[src/rtl/cordic_pkg.sv]
// Shared CORDIC definitions: fixed-point format defaults, IEEE-754 single fields and
// the fix2float FSM state encoding.
package cordic_pkg;

    localparam int unsigned CORDIC_FRACS = 22;
    localparam int unsigned CORDIC_INTS  = 1;

    localparam int unsigned FP_BIAS  = 127;
    localparam int unsigned FP_EXP_W = 8;
    localparam int unsigned FP_MAN_W = 23;

    typedef enum logic [1:0] {
        IDLE = 2'd0,
        NORM = 2'd1,
        OUT  = 2'd2
    } fix2float_state_t;

    typedef struct packed {
        logic                sign;
        logic [FP_EXP_W-1:0] expo;
        logic [FP_MAN_W-1:0] mant;
    } fp32_t;

endpackage

[src/rtl/cordic_lzc.sv]
// Leading-zero counter: number of zeros above the highest set bit (WIDTH when all zero).
module cordic_lzc #(
    parameter int unsigned WIDTH = 24
) (
    input  logic [WIDTH-1:0] value,
    output logic [4:0]       count_c
);

    // Later iterations overwrite earlier ones, so the highest set bit wins.
    always_comb begin
        count_c = 5'(WIDTH);
        for (int i = 0; i < int'(WIDTH); i++) begin
            if (value[i]) begin
                count_c = 5'(int'(WIDTH) - 1 - i);
            end
        end
    end

endmodule

[src/rtl/cordic_fix2float.sv]
// Converts the CORDIC core's signed fixed-point result to an IEEE-754 single.
// Define CORDIC_FIX2FLOAT_FAST_NORM_EN for single-cycle normalisation via cordic_lzc.
module cordic_fix2float
    import cordic_pkg::*;
#(
    parameter int unsigned FRACS = CORDIC_FRACS,
    parameter int unsigned INTS  = CORDIC_INTS,
    parameter int unsigned WIDTH = INTS + FRACS + 1
) (
    input  logic             clk,
    input  logic             reset,
    input  logic             clk_en,
    input  logic             start,
    input  logic [WIDTH-1:0] fixedPoint_in,
    output logic             busy,
    output logic             done,
    output logic [31:0]      result
);

    localparam logic [FP_EXP_W-1:0] EXP_INIT = FP_EXP_W'(FP_BIAS + INTS);
    localparam int unsigned         MAN_PAD  = FP_MAN_W - (WIDTH - 1);

    fix2float_state_t    state, state_nxt;
    logic [WIDTH-1:0]    mag, mag_nxt;
    logic [FP_EXP_W-1:0] expo, expo_nxt;
    logic                sign, sign_nxt;
    fp32_t               result_q, result_nxt;
    logic                busy_nxt, done_nxt;

    // Drop the implicit leading one and left-align the remaining bits in the mantissa.
    function automatic fp32_t pack_fp(input logic s, input logic [FP_EXP_W-1:0] e,
                                      input logic [WIDTH-1:0] m);
        fp32_t f;
        f.sign = s;
        f.expo = e;
        f.mant = FP_MAN_W'(m[WIDTH-2:0]) << MAN_PAD;
        return f;
    endfunction

`ifdef CORDIC_FIX2FLOAT_FAST_NORM_EN
    logic [4:0] lz;

    cordic_lzc #(.WIDTH(WIDTH)) u_lzc (
        .value   (mag),
        .count_c (lz)
    );
`endif

    always_ff @(posedge clk or negedge reset) begin
        if (!reset) begin
            state    <= IDLE;
            mag      <= '0;
            expo     <= '0;
            sign     <= 1'b0;
            result_q <= '0;
            busy     <= 1'b0;
            done     <= 1'b0;
        end else if (clk_en) begin
            state    <= state_nxt;
            mag      <= mag_nxt;
            expo     <= expo_nxt;
            sign     <= sign_nxt;
            result_q <= result_nxt;
            busy     <= busy_nxt;
            done     <= done_nxt;
        end
    end

    always_comb begin
        state_nxt  = state;
        mag_nxt    = mag;
        expo_nxt   = expo;
        sign_nxt   = sign;
        result_nxt = result_q;

        case (state)
            IDLE: begin
                if (start) begin
                    sign_nxt  = fixedPoint_in[WIDTH-1];
                    // Negating the most negative value wraps to 2^(WIDTH-1), the correct magnitude.
                    mag_nxt   = fixedPoint_in[WIDTH-1] ? WIDTH'(-fixedPoint_in) : fixedPoint_in;
                    expo_nxt  = EXP_INIT;
                    state_nxt = NORM;
                end
            end
            NORM: begin
`ifdef CORDIC_FIX2FLOAT_FAST_NORM_EN
                if (mag == '0) begin
                    result_nxt = '0;
                end else begin
                    result_nxt = pack_fp(sign, expo - FP_EXP_W'(lz), mag << lz);
                end
                state_nxt = OUT;
`else
                if (mag == '0) begin
                    result_nxt = '0;
                    state_nxt  = OUT;
                end else if (mag[WIDTH-1]) begin
                    result_nxt = pack_fp(sign, expo, mag);
                    state_nxt  = OUT;
                end else begin
                    mag_nxt  = mag << 1;
                    expo_nxt = expo - FP_EXP_W'(1);
                end
`endif
            end
            OUT: begin
                state_nxt = IDLE;
            end
            default: begin
                state_nxt = IDLE;
            end
        endcase

        busy_nxt = (state_nxt != IDLE);
        done_nxt = (state_nxt == OUT);
    end

    assign result = result_q;

endmodule
[config.mk]
export PLATFORM = sky130hd
export DESIGN_NAME = cordic_fix2float
export DESIGN_NICKNAME = d
export VERILOG_FILES = /design/src/rtl/cordic_pkg.sv /design/src/rtl/cordic_lzc.sv /design/src/rtl/cordic_fix2float.sv
export SDC_FILE = /design/constraint.sdc
export NUM_CORES = 1
export LEC_CHECK = 0
export CAP_MARGIN = 20
export CORE_MARGIN = 5
export CORE_UTILIZATION = 57
export CTS_CLUSTER_DIAMETER = 120
export DETAILED_ROUTE_END_ITERATION = 10
export PLACE_DENSITY = 0.95
export RECOVER_POWER = 100
export SYNTH_ARGS = -nofsm -noshare
export SYNTH_HDL_FRONTEND = slang
export SYNTH_SLANG_ARGS = --single-unit
[constraint.sdc]
create_clock -name clk -period 5.4 [get_ports clk]
set_input_delay 1.08 -clock clk [delete_from_list [all_inputs] [get_ports clk]]
set_output_delay 1.08 -clock clk [all_outputs]
set_load 0.1 [all_outputs]
Word-level counts from Yosys, hierarchy flattened
Cells that the tools add are included.
{"block": "totals", "elab_cells": 41, "rom_bits": 0, "n_memories": 0, "mem_bits_rw": 0, "input_bits": 28, "latchBits": 0, "ff_bits": 69}
{"block": "op_classes", "n_bitwise": 0, "n_mux": 15, "reduce_logical": 9, "n_lt_le_gt_ge": 0, "n_shift": 0, "add_sub_neg": 2, "n_mul": 0, "div": 0, "n_eq_ne": 5}
{"op": "2-to-1 mux 24 bit", "n": 4}
{"op": "2-to-1 mux 32 bit", "n": 2}
{"op": "one-hot mux 24 bit (2 select lines)", "n": 1}
{"op": "logical NOT 24 bit", "n": 1}
{"op": "2-to-1 mux 8 bit", "n": 3}
{"op": "negator 24 bit", "n": 1}
{"op": "one-hot mux 8 bit (2 select lines)", "n": 1}
{"op": "subtractor 8 x 1 -> 8 bit, second input constant", "n": 1}
{"op": "2-to-1 mux 2 bit", "n": 3}
{"op": "!= test 2 bit, second input constant", "n": 3}
{"op": "AND reduction 3 bit", "n": 2}
{"op": "nonzero test 2 bit", "n": 3}
{"op": "AND reduction 5 bit", "n": 1}
{"op": "one-hot mux 2 bit (2 select lines)", "n": 1}
{"op": "AND reduction 4 bit", "n": 1}
{"op": "equality test 2 x 1 -> 1 bit, second input constant", "n": 1}
{"op": "equality test 2 bit, second input constant", "n": 1}
{"op": "logical NOT 2 bit", "n": 1}

Logic depth before layout (Yosys ltp)
Gate-level depths: netlist of the first run.
{"block": "logic_depth", "ltp_word": 4, "mapped_depth": 8, "mapped_depth_nobuf": 7}

Least setup slack after synthesis of the first run
Ideal clock, no wire load.
{"block": "synth_path", "kind": "input -> register", "startpoint": "input port fixedPoint_in[0]", "endpoint": "register mag[22]", "cell_stages": 8, "t_required_ns": 5.274, "arrival_time_ns": 2.904, "path_slack_ns": 2.370, "path_cell_list": "inv_1 -> ha_1 -> or3b_2 -> clkbuf_1 -> or4_1 -> mux2i_1 -> a31oi_1 -> a221o_1"}
{"block": "synth_between", "elab_chain_cells": 4}
{"element": "start, declared", "line": "cordic_fix2float.sv:14", "source": "input logic [WIDTH-1:0] fixedPoint_in,"}
{"element": "negator 24 bit", "line": "cordic_fix2float.sv:81", "source": "mag_nxt = fixedPoint_in[WIDTH-1] ? WIDTH'(-fixedPoint_in) : fixedPoint_in;"}
{"element": "2-to-1 mux 24 bit", "line": "cordic_fix2float.sv:81"}
{"element": "2-to-1 mux 24 bit", "line": "cordic_fix2float.sv:78", "source": "if (start) begin"}
{"element": "one-hot mux 24 bit (2 select lines)", "line": "cordic_fix2float.sv:76", "source": "case (state)"}
{"element": "end signal, assigned", "line": "cordic_fix2float.sv:60", "source": "mag <= mag_nxt;"}
{"element": "end, declared", "line": "cordic_fix2float.sv:24", "source": "logic [WIDTH-1:0] mag, mag_nxt;"}
Every way passes these cells. The select of a mux whose other input is x is not followed.
A chain may end at the register's enable or synchronous reset.

Final worst setup path of the first run
{"block": "layout_path", "startpoint": "register mag[3]", "endpoint": "register result_q (netlist bit result[27])"}
{"block": "layout_between", "elab_chain_cells": 3, "word_cells_on_any_way": 4, "cone_classes": "1 x mux; 3 x reduce/logical"}
{"element": "logical NOT 24 bit *", "line": "cordic_fix2float.sv:95", "source": "if (mag == '0) begin"}
{"element": "nonzero test 2 bit (no line)"}
{"element": "AND reduction 3 bit (no line)"}
{"element": "end signal, assigned", "line": "cordic_fix2float.sv:63", "source": "result_q <= result_nxt;"}
{"element": "end, declared", "line": "cordic_fix2float.sv:27", "source": "fp32_t result_q, result_nxt;"}
Every way passes the cells marked *; elsewhere a longest branch is shown, timed or not.

==> results of run 1 <==
==> cell families (layout without fill, tap and decap cells) <==
| logic type | after synthesis | after routing | share of synthesized area (%) |
|---|---|---|---|
| compound gates | 78 | 78 | 15.5 |
| fa+ha+maj | 2 | 2 | 0.705 |
| mux | 40 | 40 | 12.7 |
| xor+xnor | 17 | 17 | 4.20 |
| buf+inv | 28 | 87 | 3.28 |
| flops | 69 | 69 | 48.7 |
| simple gates | 96 | 96 | 15.0 |
==> cells in the final DEF, fill, tap and decap left out, types with 10 or more instances in the layout <==
| master | Yosys | routed |
|---|---|---|
| dfrtp_1 | 69 | 69 |
| nor2b_1 | 10 | 10 |
| dlygate4sd3_1 | 0 | 37 |
| o21ai_0 | 16 | 17 |
| mux2_2 | 37 | 37 |
| xor2_1 | 13 | 13 |
| clkdlybuf4s50_1 | 0 | 23 |
| nor2_1 | 21 | 21 |
| a21oi_1 | 13 | 13 |
| nand3_1 | 10 | 10 |
| nor3_1 | 11 | 11 |
| clkbuf_8 | 0 | 11 |
| nand2_1 | 10 | 10 |
==> through the flow <==
stage / instance area, um2 / setup slack [ns] / util [%]
3_5_place_dp: 4180 / 1.81 / 69.8
3_3_place_gp: 4180 / 1.89 / 69.8
4_1_cts: 4360 / 2.18 / 72.7
5_1_grt: 4340 / 1.42 / 72.4
6_report: 4340 / 1.72 / 72.4
2_1_floorplan: 3550 / 2.37 / -
==> final cells by class <==
| cell class | count | area (um2) | share of cell area [%] |
|---|---|---|---|
| clock inverter | 5 | 25.0 | 0.577 |
| inverter | 7 | 26.3 | 0.606 |
| multi-input combinational | 233 | 1690 | 39.1 |
| sequential | 69 | 1730 | 39.8 |
| clock buffer | 11 | 151 | 3.49 |
| timing repair buffer | 64 | 621 | 14.3 |
| tap | 75 | 93.8 | 2.16 |
==> worst register-to-register path, delay by kind of cell, from the launching register on <==
kind / cells / cell delay, ns
compound gates: 1 / 0.24
buf+inv: 1 / 1.27
flops: 1 / 0.42
mux: 1 / 0.46
simple gates: 3 / 1.17
==> worst max-delay path by stage <==
stage | from | end | slack, ns | cells after the start
2_1_floorplan | fixedPoint_in[0] | mag[22] | 2.37 | 8
3_3_place_gp | fixedPoint_in[0] | mag[22] | 1.89 | 8
3_5_place_dp | fixedPoint_in[0] | mag[22] | 1.81 | 8
4_1_cts | fixedPoint_in[0] | mag[22] | 2.18 | 8
5_1_grt | mag[3] | result[6] | 1.42 | 6
6_report | mag[3] | result[27] | 1.72 | 6
==> state kept, by name (all words and copies together) (netlist names) <==
register,flops
busy,1
done,1
result,32
mag,24
expo,8
sign,1
state,2
==> layer usage <==
metal	track usage (%)	wire [um]	up-vias	share of wire, %
met4	9.62	174	0	2.0
met3	6.54	733	17	8.6
li1	-	-	1346	-
met5	0	0	-	0
met1	29.4	3490	1427	41
met2	37.7	4130	150	48
==> summary.txt, run 1 <==
Place
  • Inst Count DP: 448
  • Buffers on Ports: 61
  • RePlAce Congestion: 0.886
  • Hpwl dp: 5.93 mm

Setup path
  • Largest stage delay, worst path: 1.27 ns
  • R2r endpoint: result[27]
  • Worst reg2reg setup slack: 1.72 ns
  • Slowest-stage cell, CP: clkbuf_1
  • Buffer and inverter count on the worst path: 1
  • Reg2reg path depth: 6
  • Delay-heaviest family, CP: buffers and inverters
  • Critical Path RT: 5.63 ns
  • Crit path cell chain: nor4_1, nand4_1, nor2_1, o211a_1, clkbuf_1, mux2_2
  • Worst setup EP type: register
  • WS Path Type: register to register
  • Worst reg2reg startpoint: mag[3]
  • CP arrival: a little under 4 ns
  • CP startpoint kind: register
  • Crit path max fanout: 33

Synth
  • Synth area leader: dfrtp_1
  • Top post-synthesis cells by area: dfrtp_1 (49%), mux2_2 (12%), xor2_1 (3.2%)
  • Seq cells post-synth: slightly below 70
  • Cells after Synth: 330
  • Commonest cells post-synth: dfrtp_1 (69), mux2_2 (37), nor2_1 (21), clkbuf_1 (17), o21ai_0 (16)
  • Synth Warn #: 0
  • Sequential-to-total area share from yosys stat: 48.7%
  • Area share of the largest cell type after synthesis: 48.7%
  • Avg Cell Area, Syn: roughly 11 um2
  • Netlist Area Pre-Place: about 3500 um2
  • Synth async-reset ratio: 100%
  • Post-Syn Nets: 360
  • Number of synthesized flops with an enable pin: 0
  • Dominant synthesized flop cell: dfrtp_1
  • Cell variety after synth: 50
  • Cell with the most instances after synthesis: dfrtp_1

Timing
  • Period minus WS final: 3.68 ns
  • Final-report hold violation count: 0
  • Pin slew with the least headroom to its limit: 1.76 ns
  • Fin crit share: 68.1%
  • Slew Limit Headroom: -17.3%
  • Smallest hold slack: 0.471 ns
  • Final setup viols: 0
  • Setup Skew: around 0.0095 ns
  • Max-slew violation count: 34
  • RSZ-0062 raised after global routing: false
  • Setup TNS: 0 ns
  • Highest Clock Rate: about 270 MHz

Drt
  • Routed Antenna Nets: 0
  • Drt pass-1 iters: 5
  • DR vias/cell: 6.34
  • # DRC: 0
  • WL per Instance: 18.4 um
  • Routed vias: 2,940
  • Drt first-iter violations: 178
  • Post-Route WL: roughly 8.5 mm

Layout
  • Fillers: 416
  • N_diodes: 0
  • Layout cells sized above 1: approximately 16%
  • Nets@finish: 414
  • Post-route insts no fill: 464
  • Area Growth Syn to Fin: 22.2%

Floorplan
  • Num rows: 28
  • Die X: 88.9 um
  • Die Y: slightly below 90 um
  • Num ports: 62
  • Starting Density: between 50% and 60%
  • Core area: 5990 um2
  • Die area: a little under 8000 um2

Outcome
  • Failing checks: max-capacitance violations, max-slew violations
  • Status: finished with violations

Clock network
  • Root cell of the clock tree: clkbuf_8
  • Cts repair resizes: 0
  • Setup bufs post-CTS: 0
  • CTS sink count: 69
  • Worst-path clk slew: 0.08 ns
  • Bufs on Longest Clock Path: 2
  • Inserted Clock Buffers: 9
  • # hold bufs at CTS: 0
  • Later-pin clock latency in the skew report: 0.35 ns
  • CTS tree: yes
  • Htree depth: 3

GRT
  • First-pass GRT wire length: ~14 mm
  • GRT Residual Overflow: 0
  • Total GRT Usage: 23.2%
  • Initial antenna violation count: 0
  • Vias in the first global route: 2,851
  • Largest net degree at the start of global routing: 70

Hold path
  • Min-delay worst type: register to register
  • Hold Path Origin: sign
  • Hold Path End: sign
  • Worst hold stages: 2

Flow run
  • Max_cap viols: 1
Power of run 1 is left out: the tool's default activity adds up to more than one toggle a clock period on the data nets, which glitch-free logic cannot reach.
==> run 2: changes to the inputs <==
--- a/config.mk
+++ b/config.mk
@@ -7,10 +7,10 @@
 export LEC_CHECK = 0
 export CAP_MARGIN = 20
 export CORE_MARGIN = 5
-export CORE_UTILIZATION = 57
+export CORE_UTILIZATION = 53
 export CTS_CLUSTER_DIAMETER = 120
 export DETAILED_ROUTE_END_ITERATION = 10
-export PLACE_DENSITY = 0.95
+export PLACE_DENSITY = 0.92
 export RECOVER_POWER = 100
 export SYNTH_ARGS = -nofsm -noshare
 export SYNTH_HDL_FRONTEND = slang
==> constraint.sdc (replaced) <==
create_clock -name clk -period 3.8 [get_ports clk]
set_input_delay 0.76 -clock clk [delete_from_list [all_inputs] [get_ports clk]]
set_output_delay 0.76 -clock clk [all_outputs]
set_load 0.1 [all_outputs]
==> run 2 against run 1 <==
Effect of this change: critical path type is now input port to register; sequential share of layout area decreased by 0.49 points; the flow still finishes with violations (max-capacitance violations, max-slew violations); count of clock-buffer cells in the layout decreased by 2; hold slack improved by 0.0096 ns.
==> summary.txt, run 2 (synthesis results as in run 1) <==
Floorplan
  • Die Y: 91.8 um (+3.3%)
  • Die X: 91.8 um (+3.3%)
  • Starting Density: 55.3% (-4.0 points)
  • Num ports: 62 (unchanged)
  • Core area: 6420 um2 (+7.2%)
  • Die area: 8430 um2 (+6.7%)
  • Num rows: 29 (+3.6%)

Layout
  • Largest register FFs: 32 (unchanged)
  • N_diodes: 0 (unchanged)
  • Layout cells sized above 1: 16.4% (+0.22 points)
  • Nets@finish: 421 (+1.7%)
  • Seq. cell area: 1730 um2 (unchanged)
  • Commonest non-fill, non-tap cell in the layout: dfrtp_1
  • Fillers: 490 (+18%)
  • Area occupied by multi-input gates: 1690 um2 (unchanged)
  • Most frequent cells in the layout: dfrtp_1 (69), dlygate4sd3_1 (38), mux2_2 (36)
  • Area Growth Syn to Fin: 23.8%

Drt
  • Routed vias: 2,968 (+0.95%)
  • # DRC: 0 (unchanged)
  • DR vias/cell: 6.27 (-0.97%)
  • Drt first-iter violations: 300 (+69%)
  • Drt pass-1 iters: 8 (+3)
  • Post-Route WL: 8.63 mm (+1.2%)
  • Routed Antenna Nets: 0 (unchanged)
  • WL per Instance: 18.2 um (-0.71%)

Setup path
  • Critical Path RT: 4.09 ns (-1.54 ns)
  • Crit path max fanout: 10 (-70%)
  • Worst reg2reg startpoint: mag[3]
  • Largest stage delay, worst path: 0.69 ns (-0.58 ns)
  • Crit path cell chain: dlygate4sd3_1, or4_1, or4_1, and3_1, o21ai_0, o221a_2
  • CP arrival: 3.38 ns (-0.53 ns)
  • Crit-path most repeated cell: or4_1
  • WS Path Type: input port to register
  • CP startpoint kind: input port
  • Crit path from: fixedPoint_in[6]
  • Slowest-stage cell, CP: or4_1
  • Worst setup EP type: register

Timing
  • Setup Skew: 0.00922 ns (-0.000279 ns)
  • Max-slew violation count: 32 (-5.9%)
  • Pin slew with the least headroom to its limit: 1.60 ns (-0.154 ns)
  • Slew Limit Headroom: -6.99% (+10 points)
  • Final-report hold violation count: 0 (unchanged)
  • RSZ-0062 raised after global routing: false
  • Highest Clock Rate: roughly 320 MHz
  • Setup TNS: 0 ns (unchanged)
  • Final setup viols: 0 (unchanged)
  • Period minus WS final: 3.09 ns
  • Fin crit share: 81.4%

GRT
  • Vias in the first global route: 2,976 (+4.4%)
  • First-pass GRT wire length: 14.3 mm (+3.3%)
  • GRT Residual Overflow: 0 (unchanged)
  • Initial antenna violation count: 0 (unchanged)
  • Total GRT Usage: 21.5% (-1.7 points)
  • Largest net degree at the start of global routing: 34 (-51%)

Clock network
  • Cts repair resizes: 0 (unchanged)
  • Worst-path clk slew: 0.07 ns (about the same)
  • # hold bufs at CTS: 0 (unchanged)
  • Later-pin clock latency in the skew report: 0.35 ns (about the same)
  • CTS tree: yes
  • Root cell of the clock tree: clkbuf_8
  • Bufs on Longest Clock Path: 2 (unchanged)
  • Htree depth: 3 (unchanged)
  • Inserted Clock Buffers: 9 (unchanged)
  • Setup bufs post-CTS: 0 (unchanged)
  • CTS sink count: 69 (unchanged)

Hold path
  • Min-delay worst type: register to register
  • Hold Path Origin: done

Outcome
  • Failing checks: max-capacitance violations, max-slew violations
  • Status: finished with violations

Place
  • RePlAce Congestion: 0.924 (+4.3%)
  • Buffers on Ports: 61 (unchanged)
  • Hpwl dp: 6.29 mm (+6.2%)

Flow run
  • Max_cap viols: 1 (unchanged)
==> run 2: critical path, delay by kind of cell <==
family          cells  cell delay (ns)
simple gates        3             1.59
buf+inv             1             0.58
compound gates      2             0.46
==> run 2: worst paths after layout <==
check / to / slack (ns) / cells past startpoint
max: mag[15] / 0.71 / 6
min reg2reg: done / 0.48 / 1
min: done / 0.48 / 1
max reg2reg: result[21] / 0.85 / 7
max in group asynchronous: mag[3] / 1.35 / 2
min in group asynchronous: result[19] / 0.80 / 1
==> run 2: per-stage QoR <==
step | util, % | worst slack, ns | hold WS (ns) | cells | instance area, um2
after floorplan | - | 1.09 | 0.438 | 330 | 3550
after global placement | 65.9 | 0.622 | 0.456 | 457 | 4240
after detailed placement | 65.9 | 0.520 | 0.460 | 457 | 4240
after CTS | 68.9 | 0.884 | 0.464 | 473 | 4430
after global routing | 68.4 | 0.631 | 0.503 | 473 | 4390
final | 68.4 | 0.706 | 0.481 | 473 | 4390
==> run 2: area by class of cell <==
| cell class | count | share of cell area, % |
|---|---|---|
| clock inverters | 7 | 1.51 |
| clock buffers | 9 | 2.82 |
| flip-flops and latches | 69 | 39.3 |
| well taps | 77 | 2.19 |
| multi-input cells | 233 | 38.6 |
| repair buffers | 71 | 15.0 |
| inverters | 7 | 0.598 |
==> run 2: routing by layer <==
| layer | GRT usage [%] | wire [um] |
|---|---|---|
| met3 | 5.16 | 688 |
| met5 | 0 | 0 |
| met2 | 36.2 | 4270 |
| met4 | 11.3 | 236 |
| met1 | 25.6 | 3430 |
Power of run 2 is left out for the same reason.
==> run 3: changes to the inputs <==
==> constraint.sdc (replaced) <==
create_clock -name clk -period 3 [get_ports clk]
set_input_delay 0.6 -clock clk [delete_from_list [all_inputs] [get_ports clk]]
set_output_delay 0.6 -clock clk [all_outputs]
set_load 0.1 [all_outputs]
==> run 3 against run 2 <==
Effect of this change: the run still ends with max-capacitance violations, max-slew violations left; largest cell class unchanged; die area did not move; count of clock-buffer cells in the layout rose by 1; via count rose by 0.64%; setup slack got worse by 0.53 ns; final area fell by 2.3%; wire length rose by 1.7%.
==> summary.txt, run 3 (synthesis results as in run 1) <==
Setup path
  • WS Path Type: input port to register
  • Crit path cell chain: dlygate4sd3_1, or4_1, or4_1, and3_1, o21ai_0, o221a_2
  • Crit path max fanout: 5 (-5)
  • Crit-path most repeated cell: or4_1
  • Worst reg2reg startpoint: mag[3]
  • Delay-heaviest family, CP: simple AND/OR/NAND/NOR gates
  • CP arrival: 3.11 ns (-0.27 ns)
  • Buffer and inverter count on the worst path: 1 (unchanged)
  • Largest stage delay, worst path: 0.66 ns (-0.03 ns)
  • Worst setup EP type: register
  • Critical Path RT: 3.29 ns (-0.80 ns)
  • CP startpoint kind: input port
  • Slowest-stage cell, CP: or4_1
  • Crit path from: fixedPoint_in[6]

Timing
  • RSZ-0062 raised after global routing: false
  • Final setup viols: 0 (unchanged)
  • Pin slew with the least headroom to its limit: 1.92 ns (+0.315 ns)
  • Fin crit share: about 94%
  • Final-report hold violation count: 0 (unchanged)
  • Setup TNS: 0 ns (unchanged)
  • Setup Skew: 0.00841 ns (-0.000809 ns)
  • Period minus WS final: 2.83 ns
  • Highest Clock Rate: 354 MHz
  • Max-slew violation count: 36 (+13%)
  • Slew Limit Headroom: -28.0% (-21 points)

Drt
  • WL met3: 764 um (+11%)
  • Highest Signal Layer: met4
  • Routed Antenna Nets: 0 (unchanged)
  • Routed vias: 2,987 (+0.64%)
  • Post-Route M1 WL: 3.53 mm (+3.0%)
  • Post-Route WL: 8.78 mm (+1.7%)
  • Metal2 WL: 4.38 mm (+2.4%)
  • # DRC: 0 (unchanged)
  • DR vias/cell: 6.21 (-1.0%)
  • Drt first-iter violations: 192 (-36%)
  • WL per Instance: 18.2 um (about the same)
  • Drt pass-1 iters: 5 (-3)

Flow run
  • Max_cap viols: 1 (unchanged)

Place
  • Hpwl dp: 6.34 mm (+0.80%)
  • RePlAce Congestion: 0.912 (-1.3%)
  • Inst Count DP: 465 (+1.8%)
  • Buffers on Ports: 61 (unchanged)

Layout
  • Post-route insts no fill: 481 (+1.7%)
  • Area Growth Syn to Fin: 21.0%
  • N_diodes: 0 (unchanged)
  • Most frequent cells in the layout: dfrtp_1 (69), clkbuf_1 (41), mux2_2 (37)
  • Nets@finish: 429 (+1.9%)
  • Commonest non-fill, non-tap cell in the layout: dfrtp_1
  • Layout cells sized above 1: 18.1% (+1.7 points)
  • Largest register FFs: 32 (unchanged)

Floorplan
  • Die X: 91.8 um (unchanged)
  • Num rows: 29 (unchanged)
  • Starting Density: 55.3% (unchanged)
  • Die area: 8430 um2 (unchanged)
  • Core area: 6420 um2 (unchanged)
  • Num ports: 62 (unchanged)
  • Die Y: 91.8 um (unchanged)

Clock network
  • Htree depth: 3 (unchanged)
  • # hold bufs at CTS: 0 (unchanged)
  • Inserted Clock Buffers: 9 (unchanged)
  • Root cell of the clock tree: clkbuf_8
  • CTS sink count: 69 (unchanged)
  • CTS tree: yes
  • Later-pin clock latency in the skew report: 0.35 ns (about the same)
  • Cts repair resizes: 0 (unchanged)
  • Bufs on Longest Clock Path: 2 (unchanged)
  • Setup bufs post-CTS: 0 (unchanged)
  • Worst-path clk slew: 0.08 ns (about the same)

GRT
  • Largest net degree at the start of global routing: 37 (+8.8%)
  • First-pass GRT wire length: 14.4 mm (+0.43%)
  • GRT Residual Overflow: 0 (unchanged)
  • Initial antenna violation count: 0 (unchanged)
  • Vias in the first global route: 2,866 (-3.7%)
  • Total GRT Usage: 21.5% (-0.047 points)

Outcome
  • Status: finished with violations
  • Failing checks: max-capacitance violations, max-slew violations

Hold path
  • Hold Path Origin: sign
  • Min-delay worst type: register to register
run 3: routing by layer:
metal / vias up / GRT usage [%]
met3: 13 / 6.14
met2: 151 / 35.3
met5: - / 0
met1: 1452 / 26.9
met4: 0 / 8.29
li1: 1371 / -
run 3: final timing paths:
| kind | end | slack, ns | depth (start not counted) |
|---|---|---|---|
| max in group asynchronous | result[31] | 1.12 | 1 |
| min in group asynchronous | result[19] | 0.77 | 1 |
| worst min-delay path | sign | 0.48 | 2 |
| worst min register to register | sign | 0.48 | 2 |
| worst max-delay path | mag[15] | 0.17 | 6 |
| worst max register to register | result[23] | 0.33 | 7 |
run 3: worst register-to-register path, stage by stage, from the launching register on:
cell and delay, ns:
dfrtp_1 0.42, nor4_1 0.35, nand4_1 0.19, nor2_1 0.13, clkbuf_1 0.42, o211a_1 0.25, buf_4 0.38, mux2_2 0.41
run 3: per-stage QoR:
stage	worst slack [ns]	hold slack, ns	util, %	area [um2]
2_1_floorplan	0.450	0.304	-	3550
3_3_place_gp	0.0897	0.459	65.8	4220
3_5_place_dp	0.00994	0.464	65.8	4220
4_1_cts	0.363	0.346	69.4	4460
5_1_grt	0.123	0.487	66.8	4290
6_report	0.173	0.483	66.8	4290
run 3: area by class of cell:
type	instances	area [um2]
Clock buffer	10	138
Clock inverter	6	95.1
Fill cell	530	2130
Inverter	7	26.3
Multi-Input combinational cell	233	1690
Sequential cell	69	1730
Tap cell	77	96.3
Timing Repair Buffer	79	517
Power of run 3 is left out for the same reason.
